## src/rtl/spi_flash_ctrl.sv

```systemverilog
// spi_flash_ctrl - SPI byte engine for the UPduino configuration flash.
//
// Moves one byte at a time in SPI mode 0, MSB first. SCK runs at
// clk / (2*CLKDIV). The engine and the PIOS bit-bang path share the flash
// pins; the hw_en control bit selects which one drives them.
//
// Ports
//   clk, resetq                 clock, synchronous active-low reset
//   ctrl_wr                     strobe: write control {auto_next, hw_en, cs_assert}
//                               from wdata[2:0]; wdata[15] clears ovr
//   data_wr                     strobe: transmit wdata[7:0]
//   data_rd                     strobe: CPU consumed rx_data; with auto_next=1
//                               it also starts a 0xFF dummy transfer
//   wdata[15:0]                 CPU write data
//   status[15:0]                {11'd0, hw_en, auto_next, ovr, rx_valid, busy}
//   rx_data[7:0]                last received byte
//   pio_sck/pio_mosi/pio_cs_n   bit-bang requester
//   spi_miso                    flash SDO
//   spi_sck/spi_mosi/spi_cs_n   flash pins
module spi_flash_ctrl #(
  parameter int CLKDIV = 2
) (
  input  logic        clk,
  input  logic        resetq,
  input  logic        ctrl_wr,
  input  logic        data_wr,
  input  logic        data_rd,
  input  logic [15:0] wdata,
  output logic [15:0] status,
  output logic [7:0]  rx_data,
  input  logic        pio_sck,
  input  logic        pio_mosi,
  input  logic        pio_cs_n,
  input  logic        spi_miso,
  output logic        spi_sck,
  output logic        spi_mosi,
  output logic        spi_cs_n
);

  localparam int DW = (CLKDIV > 1) ? $clog2(CLKDIV) : 1;
  localparam logic [DW-1:0] DIV_RELOAD = DW'(CLKDIV - 1);
  localparam logic [DW-1:0] DIV_ZERO   = {DW{1'b0}};
  localparam logic [DW-1:0] DIV_ONE    = DW'(1);

  typedef enum logic [1:0] {
    IDLE = 2'd0,
    LOW  = 2'd1,
    HIGH = 2'd2
  } state_t;

  state_t         state_r;
  logic           busy_r;
  logic           rx_valid_r;
  logic           ovr_r;
  logic [7:0]     rx_data_r;
  logic           cs_assert_r;
  logic           hw_en_r;
  logic           auto_next_r;
  logic [7:0]     shreg_r;
  logic           eng_sck_r;
  logic           rxbit_r;
  logic [2:0]     bitcnt_r;
  logic [DW-1:0]  divcnt_r;

  logic           hw_en_next_s;
  logic           auto_next_next_s;
  logic           start_s;
  logic [7:0]     start_byte_s;

  assign status  = {11'd0, hw_en_r, auto_next_r, ovr_r, rx_valid_r, busy_r};
  assign rx_data = rx_data_r;

  // Start decode: a control write in the same idle cycle takes effect first,
  // so the start qualifies against the incoming hw_en/auto_next values.
  always_comb begin
    hw_en_next_s     = hw_en_r;
    auto_next_next_s = auto_next_r;
    start_s          = 1'b0;
    start_byte_s     = 8'h00;
    if (ctrl_wr && !busy_r) begin
      hw_en_next_s     = wdata[1];
      auto_next_next_s = wdata[2];
    end else begin
      hw_en_next_s     = hw_en_r;
      auto_next_next_s = auto_next_r;
    end
    if (!busy_r && hw_en_next_s) begin
      if (data_wr) begin
        start_s      = 1'b1;
        start_byte_s = wdata[7:0];
      end else if (data_rd && auto_next_next_s) begin
        start_s      = 1'b1;
        start_byte_s = 8'hFF;
      end else begin
        start_s      = 1'b0;
      end
    end else begin
      start_s = 1'b0;
    end
  end

  // Pin mux between the engine and the bit-bang path.
  always_comb begin
    if (hw_en_r) begin
      spi_sck  = eng_sck_r;
      spi_mosi = shreg_r[7];
      spi_cs_n = ~cs_assert_r;
    end else begin
      spi_sck  = pio_sck;
      spi_mosi = pio_mosi;
      spi_cs_n = pio_cs_n;
    end
  end

  // Control register, status flags and the mode-0 shift FSM.
  always_ff @(posedge clk) begin
    if (!resetq) begin
      state_r     <= IDLE;
      busy_r      <= 1'b0;
      rx_valid_r  <= 1'b0;
      ovr_r       <= 1'b0;
      rx_data_r   <= 8'h00;
      cs_assert_r <= 1'b0;
      hw_en_r     <= 1'b0;
      auto_next_r <= 1'b0;
      shreg_r     <= 8'h00;
      eng_sck_r   <= 1'b0;
      rxbit_r     <= 1'b0;
      bitcnt_r    <= 3'd0;
      divcnt_r    <= DIV_ZERO;
    end else begin
      // Control writes landing mid-transfer are discarded and flagged.
      if (ctrl_wr) begin
        if (busy_r) begin
          ovr_r <= 1'b1;
        end else begin
          cs_assert_r <= wdata[0];
          hw_en_r     <= wdata[1];
          auto_next_r <= wdata[2];
          if (wdata[15]) begin
            ovr_r <= 1'b0;
          end
        end
      end
      if (data_wr && busy_r) begin
        ovr_r <= 1'b1;
      end
      // Consumption clears rx_valid; a completion below overrides it.
      if (data_rd) begin
        rx_valid_r <= 1'b0;
      end

      case (state_r)
        IDLE: begin
          if (start_s) begin
            shreg_r   <= start_byte_s;
            busy_r    <= 1'b1;
            bitcnt_r  <= 3'd7;
            divcnt_r  <= DIV_RELOAD;
            eng_sck_r <= 1'b0;
            state_r   <= LOW;
          end
        end
        LOW: begin
          if (divcnt_r == DIV_ZERO) begin
            eng_sck_r <= 1'b1;
            rxbit_r   <= spi_miso;
            divcnt_r  <= DIV_RELOAD;
            state_r   <= HIGH;
          end else begin
            divcnt_r <= divcnt_r - DIV_ONE;
          end
        end
        HIGH: begin
          if (divcnt_r == DIV_ZERO) begin
            eng_sck_r <= 1'b0;
            shreg_r   <= {shreg_r[6:0], rxbit_r};
            if (bitcnt_r == 3'd0) begin
              state_r    <= IDLE;
              busy_r     <= 1'b0;
              rx_data_r  <= {shreg_r[6:0], rxbit_r};
              rx_valid_r <= 1'b1;
            end else begin
              bitcnt_r <= bitcnt_r - 3'd1;
              divcnt_r <= DIV_RELOAD;
              state_r  <= LOW;
            end
          end else begin
            divcnt_r <= divcnt_r - DIV_ONE;
          end
        end
        default: begin
          state_r   <= IDLE;
          busy_r    <= 1'b0;
          eng_sck_r <= 1'b0;
        end
      endcase
    end
  end

endmodule

```

## config.mk

```make
export PLATFORM = sky130hd
export DESIGN_NAME = spi_flash_ctrl
export DESIGN_NICKNAME = d
export VERILOG_FILES = /design/src/rtl/spi_flash_ctrl.sv
export SDC_FILE = /design/constraint.sdc
export NUM_CORES = 1
export LEC_CHECK = 0
export ABC_AREA = 1
export BUFFER_PORTS_ARGS = -buffer_cell sky130_fd_sc_hd__clkbuf_2
export CORE_ASPECT_RATIO = 1.2
export CORE_MARGIN = 1
export CORE_UTILIZATION = 54
export DETAILED_ROUTE_END_ITERATION = 16
export PLACE_DENSITY = 0.88
export SLEW_MARGIN = 20
export SYNTH_ARGS = -nofsm -noshare
export SYNTH_HDL_FRONTEND = slang
export SYNTH_SLANG_ARGS = --single-unit
```

## constraint.sdc

```tcl
create_clock -name clk -period 2.7 [get_ports clk]
set_input_delay 0.27 -clock clk [delete_from_list [all_inputs] [get_ports clk]]
set_output_delay 0.27 -clock clk [all_outputs]
set_load 0.01 [all_outputs]
```

==> impl_metrics.py <==
metrics = {
    "cts": {
        "h-tree-depth": 2,
        "clockRootBuffer": "clkbuf_4",
        "cts_resized": 0,
        "clk_pin_slew_ps": 90,
        "cts_buffers": 5,
        "clockBufferDepth": 2,
        "cts_sinks": 30,
        "cts_setup_buffers": 0,
        "holdBufCountCts": 0,
        "cts_tree": "yes",
        "clock_latency_ps": 350,
    },
    "min_path": {
        "holdPathEnd": "rxbit_r",
        "whs_path_depth": 3,
        "min_path_type": "input port to register",
        "min-delay-start": "spi_miso",
    },
    "cells_and_area": {
        "syn_to_final_growth_pct": 9.77,
        "final_cell_mix": "52 x nand2_1, 35 x nor2_1, 33 x clkbuf_2",
        "final_nets": 300,
        "fin_util_pct": 63.9,
        "layout-drive-gt1-share_pct": 18.7,
        "num_antenna_cells": 0,
        "layout_commonest_cell": "nand2_1",
        "n_fill_cell": 280,
    },
    "floorplan": {
        "die_area_mm2": 0.00329,
        "rows": 21,
        "core_area_mm2": 0.00284,
        "die_x_um": 52.5,
        "die_h_um": 62.6,
        "ios": 52,
        "initial_core_util_pct": 58.2,
    },
    "timing": {
        "holdWs_ps": 181,
        "fin_skew_ps": 15.0,
        "fin_tns_setup_ps": 0,
        "layout_min_cycle_time_ps": 1720,
        "setup_viol": 0,
        "hold_viol_final": 0,
        "rsz0062_at_grt": "false",
        "period_share_pct": 63.5,
        "drv_slew": 0,
        "max_freq_ghz": 0.583,
    },
    "detailed_routing": {
        "drc": 0,
        "vias_per_cell": 4.86,
        "drt_iter0_drc": 36,
        "wirelength_mm": 3.21,
        "num_vias": 1467,
        "routedWlPerCell_um": 10.6,
        "ant_nets": 0,
        "first_pass_iters": 4,
    },
    "grt": {
        "track_usage_pct": 22.2,
        "grt_pass1_vias": 1366,
        "grt_overflow": 0,
        "grt_antenna_before_repair": 0,
        "grt_max_degree": 26,
        "grt_pass1_wl_mm": 5.49,
    },
    "setup_path": {
        "worstReg2RegStart": "state_r[0]",
        "rrSetupSlack_ps": 980,
        "crit_type": "register to register",
        "worst_setup_path_end_kind": "register",
        "reg2reg_depth": 8,
        "cp.required_ps": 2940,
        "startpoint_type": "register",
        "cp_max_fo": 19,
        "critPathArrivalTime_ps": 1950,
        "crit_start": "state_r[0]",
        "regToRegEndpoint": "shreg_r[0]",
    },
    "synthesis": {
        "ys_warn_count": 0,
        "yosys.area.top_type": "dfxtp_1",
        "synth_top_area_share_pct": 36.3,
        "syn_avg_cell_area_um2": 6.97,
        "ys_top_cells_by_area": "dfxtp_1 36%, nand2_1 12%, nor2_1 7.9%",
        "syn_area_mm2": 0.00165,
        "yosysSeqAreaShare_pct": 36.3,
        "ys_types": 25,
        "syn_inst": 237,
        "ys_seq_elements": 30,
    },
    "status": {
        "status": "finished, final reports clean",
    },
    "place": {
        "gp_congestion": 0.857,
        "numPortBuffers": 33,
        "place_hpwl_mm": 2.30,
    },
    "power_and_ir_drop": {
        "power_density_mw_per_mm2": 1150,
        "peakVddDrop_v": 0.000589,
        "p_leak_nw": 0.957,
    },
    "flow_run": {
        "cap_violations": 0,
    },
}
-- Yosys cell counts --
cell type / count
clkbuf_1: 2
o22ai_1: 8
clkbuf_4: 1
inv_2: 2
dfxtp_1: 30
ha_1: 8
nand2_2: 2
a21o_1: 1
nand2_4: 1
nand4_1: 1
nor3_1: 1
nand3_4: 1
nor3_2: 1
inv_1: 27
o21ai_0: 24
buf_6: 1
nor2_2: 1
buf_4: 16
buf_2: 1
nand2_8: 1
nor2_1: 35
nand3_1: 6
conb_1: 1
a21oi_1: 13
nand2_1: 52
-- where the power goes --
part           switching, W  internal, W  leakage [nW]
combinational      0.000725     0.000393         0.675
sequential        0.0000875     0.000603         0.247
clock              0.000158     0.000126        0.0353
-- sequential cells by signal (all words and copies together), names as in the netlist, 2 cells and up --
signal and count:
state_r 2, shreg_r 8, bitcnt_r 3, rx_data 8
-- layer usage --
metal / track usage (%) / up-vias / share of wire, %
met5: 0 / - / 0
met4: 11.2 / 0 / 1.9
met3: 7.06 / 7 / 5.7
met2: 38.1 / 43 / 50
met1: 23.3 / 631 / 42
li1: - / 786 / -
-- per-stage QoR --
| stage | setup WS, ps | total power (W) | cell area [um2] | cells |
|---|---|---|---|---|
| after global routing | 758 | 0.00233 | 1810 | 302 |
| after CTS | 993 | 0.00210 | 1810 | 302 |
| after detailed placement | 1020 | 0.00181 | 1750 | 294 |
| after global placement | 1070 | 0.00176 | 1750 | 294 |
| after floorplan | 1150 | 0.00164 | 1690 | 247 |
| final | 984 | 0.00209 | 1810 | 302 |
-- final cells by class --
| class | instances | area, um2 | share of cell area (%) |
|---|---|---|---|
| clock inverter | 1 | 5.00 | 0.276 |
| multi-input combinational | 167 | 830 | 45.7 |
| inverter | 29 | 109 | 6.00 |
| clock buffer | 7 | 55.1 | 3.03 |
| sequential | 30 | 601 | 33.1 |
| timing repair buffer | 34 | 173 | 9.52 |
| tap | 34 | 42.5 | 2.34 |
-- critical path, cell delays in order, from the launching register on --
cell and delay (ps):
dfxtp_1 430, inv_1 120, ha_1 290, inv_2 240, nand2_1 140, nand3_4 200
nand2_1 70, nand2_1 60, nor2_1 60
-- logic make-up (layout without fill, tap and decap cells) --
group / count (synthesis) / after routing / share of synthesized area (%)
AND/OR/NAND/NOR: 102 / 102 / 27.0
buffers and inverters: 50 / 71 / 15.7
AO/OA/AOI/OAI: 46 / 46 / 14.7
flip-flops: 30 / 30 / 36.3
adder cells (fa/ha/maj): 8 / 8 / 6.06
other: 1 / 11 / 0.227
-- worst max path at each step --
stage	end	slack, ps	cells past startpoint
6_report	shreg_r[0]	980	8
5_1_grt	rx_data[5]	760	7
4_1_cts	shreg_r[0]	990	8
3_5_place_dp	shreg_r[0]	1020	8
3_3_place_gp	shreg_r[4]	1070	8
2_1_floorplan	shreg_r[6]	1150	8
Power figures use the tool's default switching activity.
